===== src/rtl/rx_sched_pkg.sv =====
// Shared state encoding, sizing constants and helpers for the receiver sync scheduler.
package rx_sched_pkg;

  typedef enum logic [1:0] {
    ST_IDLE  = 2'd0,
    ST_SEND  = 2'd1,
    ST_CLEAR = 2'd2
  } state_t;

  localparam int BYTES_PER_SAMPLE = 6;
  localparam int MAX_NR           = 8;

  // Index of the lowest set bit; zero when the vector is empty.
  function automatic logic [2:0] lowest_index(input logic [MAX_NR-1:0] v);
    lowest_index = 3'd0;
    for (int k = MAX_NR - 1; k >= 0; k--) begin
      if (v[k]) lowest_index = 3'(k);
    end
  endfunction

endpackage


===== src/rtl/rx_rr_arbiter.sv =====
// Combinational round-robin pick: first requester strictly above last_idx, wrapping to 0.
module rx_rr_arbiter #(
  parameter int NR = 4
) (
  input  logic [NR-1:0] req,
  input  logic [2:0]    last_idx,
  output logic [2:0]    grant_idx,
  output logic          grant_valid
);

  logic       found_hi;
  logic       found_lo;
  logic [2:0] idx_hi;
  logic [2:0] idx_lo;

  // Two passes: indices above the last grant take priority over the wrapped-around ones.
  always_comb begin
    found_hi = 1'b0;
    found_lo = 1'b0;
    idx_hi   = 3'd0;
    idx_lo   = 3'd0;
    for (int n = 0; n < NR; n++) begin
      if (!found_hi && req[n] && (3'(n) > last_idx)) begin
        found_hi = 1'b1;
        idx_hi   = 3'(n);
      end
      if (!found_lo && req[n] && (3'(n) <= last_idx)) begin
        found_lo = 1'b1;
        idx_lo   = 3'(n);
      end
    end
    grant_valid = found_hi | found_lo;
    grant_idx   = found_hi ? idx_hi : idx_lo;
  end

endmodule


===== src/rtl/rx_sync_scheduler.sv =====
// Round-robin receiver scheduler serialising 24-bit I/Q samples into a byte FIFO.
// Companion-receiver bundling is enabled by defining RX_SYNC_MUX_EN.
module rx_sync_scheduler #(
  parameter int NR = 4
) (
  input  logic             clock,
  input  logic             reset,
  input  logic             enable,
  input  logic [NR-1:0]    rx_rdy,
  input  logic [24*NR-1:0] rx_i,
  input  logic [24*NR-1:0] rx_q,
  input  logic [8*NR-1:0]  sync_mask,
  input  logic             fifo_full,
  output logic [NR-1:0]    rx_ack,
  output logic             wrenable,
  output logic [7:0]       data_out,
  output logic             fifo_clear,
  output logic [2:0]       cur_rx,
  output logic             busy
);

  import rx_sched_pkg::*;

  localparam logic [MAX_NR-1:0] VALID_MASK = MAX_NR'((1 << NR) - 1);

  state_t              state, state_nxt;
  logic [2:0]          last_grant, last_grant_nxt;
  logic [47:0]         shift_reg, shift_nxt;
  logic [2:0]          byte_cnt, byte_cnt_nxt;
  logic [MAX_NR-1:0]   pending, pending_nxt;
  logic [2:0]          src_idx, src_nxt;
  logic [NR-1:0]       rx_ack_nxt;
  logic                wrenable_nxt;
  logic [7:0]          data_out_nxt;
  logic                fifo_clear_nxt;
  logic [2:0]          cur_rx_nxt;
  logic                busy_nxt;

  logic [2:0]          arb_idx;
  logic                arb_valid;
  logic                grant_now;
  logic                last_byte;
  logic [2:0]          comp_idx;
  logic [2:0]          sel_idx;
  logic [23:0]         sel_i;
  logic [23:0]         sel_q;

  rx_rr_arbiter #(.NR(NR)) u_arbiter (
    .req         (rx_rdy),
    .last_idx    (last_grant),
    .grant_idx   (arb_idx),
    .grant_valid (arb_valid)
  );

  assign grant_now = !fifo_full && enable && arb_valid;
  assign last_byte = (byte_cnt == 3'(BYTES_PER_SAMPLE - 1));
  assign comp_idx  = lowest_index(pending);
  assign sel_idx   = (state == ST_IDLE) ? arb_idx : comp_idx;

  // One sample mux serves both the base grant and the companion reload.
  always_comb begin
    sel_i = '0;
    sel_q = '0;
    for (int n = 0; n < NR; n++) begin
      if (3'(n) == sel_idx) begin
        sel_i = rx_i[n*24 +: 24];
        sel_q = rx_q[n*24 +: 24];
      end
    end
  end

`ifdef RX_SYNC_MUX_EN
  logic [7:0] sel_mask;

  always_comb begin
    sel_mask = '0;
    for (int n = 0; n < NR; n++) begin
      if (3'(n) == arb_idx) sel_mask = sync_mask[n*8 +: 8];
    end
  end
`else
  logic unused_sync_mask;
  assign unused_sync_mask = ^sync_mask;
`endif

  always_ff @(posedge clock) begin
    if (reset) begin
      state      <= ST_IDLE;
      last_grant <= 3'(NR - 1);
      shift_reg  <= '0;
      byte_cnt   <= '0;
      pending    <= '0;
      src_idx    <= '0;
      rx_ack     <= '0;
      wrenable   <= 1'b0;
      data_out   <= '0;
      fifo_clear <= 1'b0;
      cur_rx     <= '0;
      busy       <= 1'b0;
    end else begin
      state      <= state_nxt;
      last_grant <= last_grant_nxt;
      shift_reg  <= shift_nxt;
      byte_cnt   <= byte_cnt_nxt;
      pending    <= pending_nxt;
      src_idx    <= src_nxt;
      rx_ack     <= rx_ack_nxt;
      wrenable   <= wrenable_nxt;
      data_out   <= data_out_nxt;
      fifo_clear <= fifo_clear_nxt;
      cur_rx     <= cur_rx_nxt;
      busy       <= busy_nxt;
    end
  end

  // A full FIFO in IDLE always wins over a grant; SEND never looks at it.
  always_comb begin
    state_nxt = state;
    case (state)
      ST_IDLE: begin
        if (fifo_full)      state_nxt = ST_CLEAR;
        else if (grant_now) state_nxt = ST_SEND;
      end
      ST_SEND: begin
        if (last_byte && (pending == '0)) state_nxt = ST_IDLE;
      end
      ST_CLEAR: state_nxt = ST_IDLE;
      default:  state_nxt = ST_IDLE;
    endcase
  end

  always_comb begin
    last_grant_nxt = last_grant;
    shift_nxt      = shift_reg;
    byte_cnt_nxt   = byte_cnt;
    pending_nxt    = pending;
    src_nxt        = src_idx;
    rx_ack_nxt     = '0;
    wrenable_nxt   = 1'b0;
    data_out_nxt   = data_out;
    fifo_clear_nxt = 1'b0;
    cur_rx_nxt     = cur_rx;
    busy_nxt       = (state_nxt != ST_IDLE);
    case (state)
      ST_IDLE: begin
        if (fifo_full) begin
          fifo_clear_nxt = 1'b1;
        end else if (grant_now) begin
          rx_ack_nxt     = NR'(1) << arb_idx;
          last_grant_nxt = arb_idx;
          src_nxt        = arb_idx;
          cur_rx_nxt     = arb_idx;
          shift_nxt      = {sel_i, sel_q};
          byte_cnt_nxt   = '0;
`ifdef RX_SYNC_MUX_EN
          pending_nxt    = sel_mask & ~(MAX_NR'(1) << arb_idx) & VALID_MASK;
`else
          pending_nxt    = '0;
`endif
        end
      end
      ST_SEND: begin
        wrenable_nxt = 1'b1;
        data_out_nxt = shift_reg[47:40];
        cur_rx_nxt   = src_idx;
        shift_nxt    = {shift_reg[39:0], 8'h00};
        byte_cnt_nxt = byte_cnt + 3'd1;
        // Companion data is loaded on the last byte so its first byte follows with no gap.
        if (last_byte) begin
          byte_cnt_nxt = '0;
          if (pending != '0) begin
            src_nxt     = comp_idx;
            pending_nxt = pending & ~(MAX_NR'(1) << comp_idx);
            shift_nxt   = {sel_i, sel_q};
          end
        end
      end
      default: ;
    endcase
  end

endmodule


===== config.mk =====
export PLATFORM = sky130hd
export DESIGN_NAME = rx_sync_scheduler
export DESIGN_NICKNAME = d
export VERILOG_FILES = /design/src/rtl/rx_sched_pkg.sv /design/src/rtl/rx_rr_arbiter.sv /design/src/rtl/rx_sync_scheduler.sv
export SDC_FILE = /design/constraint.sdc
export NUM_CORES = 1
export LEC_CHECK = 0
export ABC_AREA = 1
export CAP_MARGIN = 30
export CORE_MARGIN = 5
export CORE_UTILIZATION = 46
export CTS_BUF_LIST = sky130_fd_sc_hd__clkbuf_8
export CTS_CLUSTER_SIZE = 24
export DETAILED_ROUTE_END_ITERATION = 12
export PLACE_DENSITY_LB_ADDON = 0.15
export SLEW_MARGIN = 20
export SYNTH_ARGS = -nofsm -noshare
export SYNTH_HDL_FRONTEND = slang
export SYNTH_SLANG_ARGS = --single-unit

===== constraint.sdc =====
create_clock -name clock -period 3.7 [get_ports clock]
set_clock_uncertainty 0.05 [all_clocks]
set_input_delay 0.555 -clock clock [delete_from_list [all_inputs] [get_ports clock]]
set_output_delay 0.555 -clock clock [all_outputs]
set_load 0.02 [all_outputs]

==> metrics.md <==
| Metric | Value |
|---|---|
| Synth Area in Simple Gates | `39.87%` |
| Post-Synthesis Cells | `811` |
| Min Hold Slack | `around 0.40 ns` |
| Average size of a mapped cell | `6.432 um^2` |
| Vias | `6351` |
| Endpoints failing hold | `0` |
| Worst Path Required | `3.90 ns` |
| Die W | `about 120 um` |
| Drt total wl | `17.75 mm` |
| CTS max path bufs | `2` |
| Fin cells | `1138` |
| Worst hold path class | `register to register` |
| Post-synthesis adder-cell area fraction | `0%` |
| First-pass GRT wire length | `27.55 mm` |
| Slew headroom | `54.52%` |
| Most frequent cells in the layout | `clkdlybuf4s50_1 (216), nand3_1 (191), nand2_1 (146)` |
| Least-Margin Pin Slew | `0.6822 ns` |
| Placed insts | `1120` |
| DP Area | `roughly 0.0075 mm^2` |
| Arrival @ worst endpoint | `2.99 ns` |
| Post-synthesis register bit count | `84` |
| VDD IR max | `around 220 uV` |
| Row cnt | `38` |
| Clk Latency, worst-skew pair | `0.36 ns` |
| Peak Freq | `358.6 MHz` |
| Num ports | `250` |
| Yosys warns | `0` |
| Die Ht | `between 100 and 150 um` |
| Core area | `0.01098 mm^2` |
| Die area | `0.01357 mm^2` |
| Fillers | `977` |
| Fin crit period | `roughly 2.8 ns` |
| Vias per inst | `5.581` |
| RD Place Congestion | `between 0.8 and 0.9` |
| Detailed-route wire length per cell | `roughly 16 um` |
| Worst-path clk slew | `0.08 ns` |
| CTS tree | `built` |
| Number of global-route vias before repair | `about 5600` |
| CP Class | `input pin to register` |
| Mapped Nets | `1043` |
| Crit share post-route | `75.36%` |
| Final antenna-violating net count | `0` |
| Worst setup EP type | `register` |
| Hold-fix buffers, CTS | `0` |
| Power per cell area | `between 300 and 400 mW/mm^2` |
| GRT overflow | `0` |
| Leakage | `3.261 nW` |
| Commonest non-fill, non-tap cell in the layout | `clkdlybuf4s50_1` |
| Startpoint Class | `input pin` |
| Fin nets | `1223` |
| Ratio of cells with drive above 1 in the final layout | `between 6 and 7%` |
| H-Tree Depth | `3` |
| Reg2reg end | `pending[6]` |
| Detailed-route DRC error count | `0` |
| Postcts setup bufs | `0` |
| Cell variety after synth | `30` |
| Layout area overhead | `46.99%` |
| Largest register FFs | `48` |
| DP HPWL | `12.72 mm` |
| Clk sink count | `84` |
| Post-synthesis sequential area ratio | `32.24%` |
| Max-cap viol count | `0` |
| Overall routing resource usage | `25.39%` |
| Number of synthesized flops with an enable pin | `0` |
| Compound-Gate Fraction of Synth Area | `19.31%` |
| Num CTS Buffers | `9` |
| Mux cell area share after synthesis | `0%` |
| Initial antenna violation count | `2` |
| Xor/xnor share of the synthesized area | `less than 1%` |
| Final Cell Area | `0.007667 mm^2` |
| R2r startpoint | `state[0]` |
| Final setup viols | `0` |
| Ys async rst share | `0%` |
| IO buf count | `about 220` |
| Mapped cell area | `roughly 0.0052 mm^2` |
| Crit-path max FO | `15` |
| Worst R2R Path Depth | `10` |
| Slew Viols, Final | `0` |
| Dominant synthesized flop cell | `dfxtp_1` |
| Outcome | `finished, final reports clean` |
| RSZ-0062 raised after global routing | `false` |
| Endpoint, Worst Hold | `pending[2]` |
| Worst Hold Depth | `2` |
| Hold Crit Start | `pending[2]` |
| Drt initial violations | `509` |
| Setup TNS | `0 ns` |
| Initial Utilization | `a little under half` |
| R2R Setup Slk | `1.08 ns` |
| DRT Pass-1 Iters | `5` |
| Largest net degree at the start of global routing | `89` |
| # resized after CTS | `0` |
| Main combinational cell family by area after synthesis | `simple AND/OR/NAND/NOR gates` |
| Root buffer cell | `clkbuf_8` |
==> metal layers <==
| layer | GRT usage, % | share of wire [%] | vias up |
|---|---|---|---|
| li1 | - | - | 3185 |
| met1 | 33.13 | 42 | 2899 |
| met2 | 42.60 | 48 | 250 |
| met3 | 6.062 | 9.2 | 17 |
| met4 | 5.878 | 1.2 | 0 |
| met5 | 0 | 0 | - |
==> cell type report <==
class	count	area [um^2]	share of cell area [%]
multi-input combinational	622	3119	40.68
timing repair buffer	236	2335	30.45
clock buffer	10	137.6	1.795
antenna	2	5.005	0.06527
sequential	84	1682	21.93
clock inverter	6	71.32	0.9302
tap	140	175.2	2.285
inverter	38	142.6	1.860
==> where the power goes <==
group          internal, mW  switching, mW  total [mW]  leakage (nW)
clock network         0.336          0.350       0.687        0.0995
registers             0.985         0.0439        1.03         0.685
logic                 0.472          0.619        1.09          2.48
total                  1.79           1.01        2.81          3.26
==> critical path, stage by stage <==
cell	delay, ns
clkdlybuf4s50_1	0.48
inv_1	0.06
a21oi_1	0.20
nor2_1	0.10
nand3_1	0.09
nand4_1	0.14
nand2_1	0.41
nand2_2	0.19
inv_1	0.40
o21ai_0	0.20
nand3_1	0.11
inv_1	0.05
==> through the flow <==
stage                     worst slack [ns]  power, mW  utilization [%]
after global routing                0.5573      2.978            69.81
final                               0.9117      2.807            69.81
after global placement              0.6666      2.131            67.86
after floorplan                      1.661      1.701                -
after CTS                           0.9155      2.819            69.77
after detailed placement            0.5584      2.144            67.86
==> worst max path at each step <==
stage,startpoint,to,cells past startpoint
floorplan,rx_rdy[3],shift_reg[0],11
CTS,rx_rdy[3],pending[6],12
global route,rx_rdy[3],pending[6],12
global placement,rx_rdy[3],pending[2],12
finish,rx_rdy[3],pending[6],12
detailed placement,rx_rdy[3],pending[6],12
==> cells in the mapped netlist, types with 2 or more instances <==
library cell / instances / area [um^2]
o211ai_1: 3 / 22.52
nand2_2: 2 / 12.51
nor2_1: 39 / 146.4
o21ai_0: 64 / 320.3
nor2_2: 2 / 12.51
nor3_1: 9 / 45.04
buf_2: 20 / 100.1
inv_1: 32 / 120.1
nand2_1: 148 / 555.5
or2_2: 8 / 50.05
nand4_1: 43 / 269.0
buf_6: 2 / 22.52
clkbuf_1: 43 / 161.4
nand3_1: 191 / 955.9
o21bai_1: 41 / 307.8
a31oi_1: 3 / 18.77
dfxtp_1: 84 / 1682
a21oi_1: 61 / 305.3
inv_2: 4 / 15.01
clkinv_1: 2 / 7.510
==> kinds of logic (layout without fill, tap and decap cells) <==
family / count (synthesis) / count (layout)
compound gates: 176 / 176
simple gates: 445 / 445
buf+inv: 105 / 290
flops: 84 / 84
xor+xnor: 1 / 1
other cells: 0 / 2
Note: power is estimated with default switching activity, not from simulation.
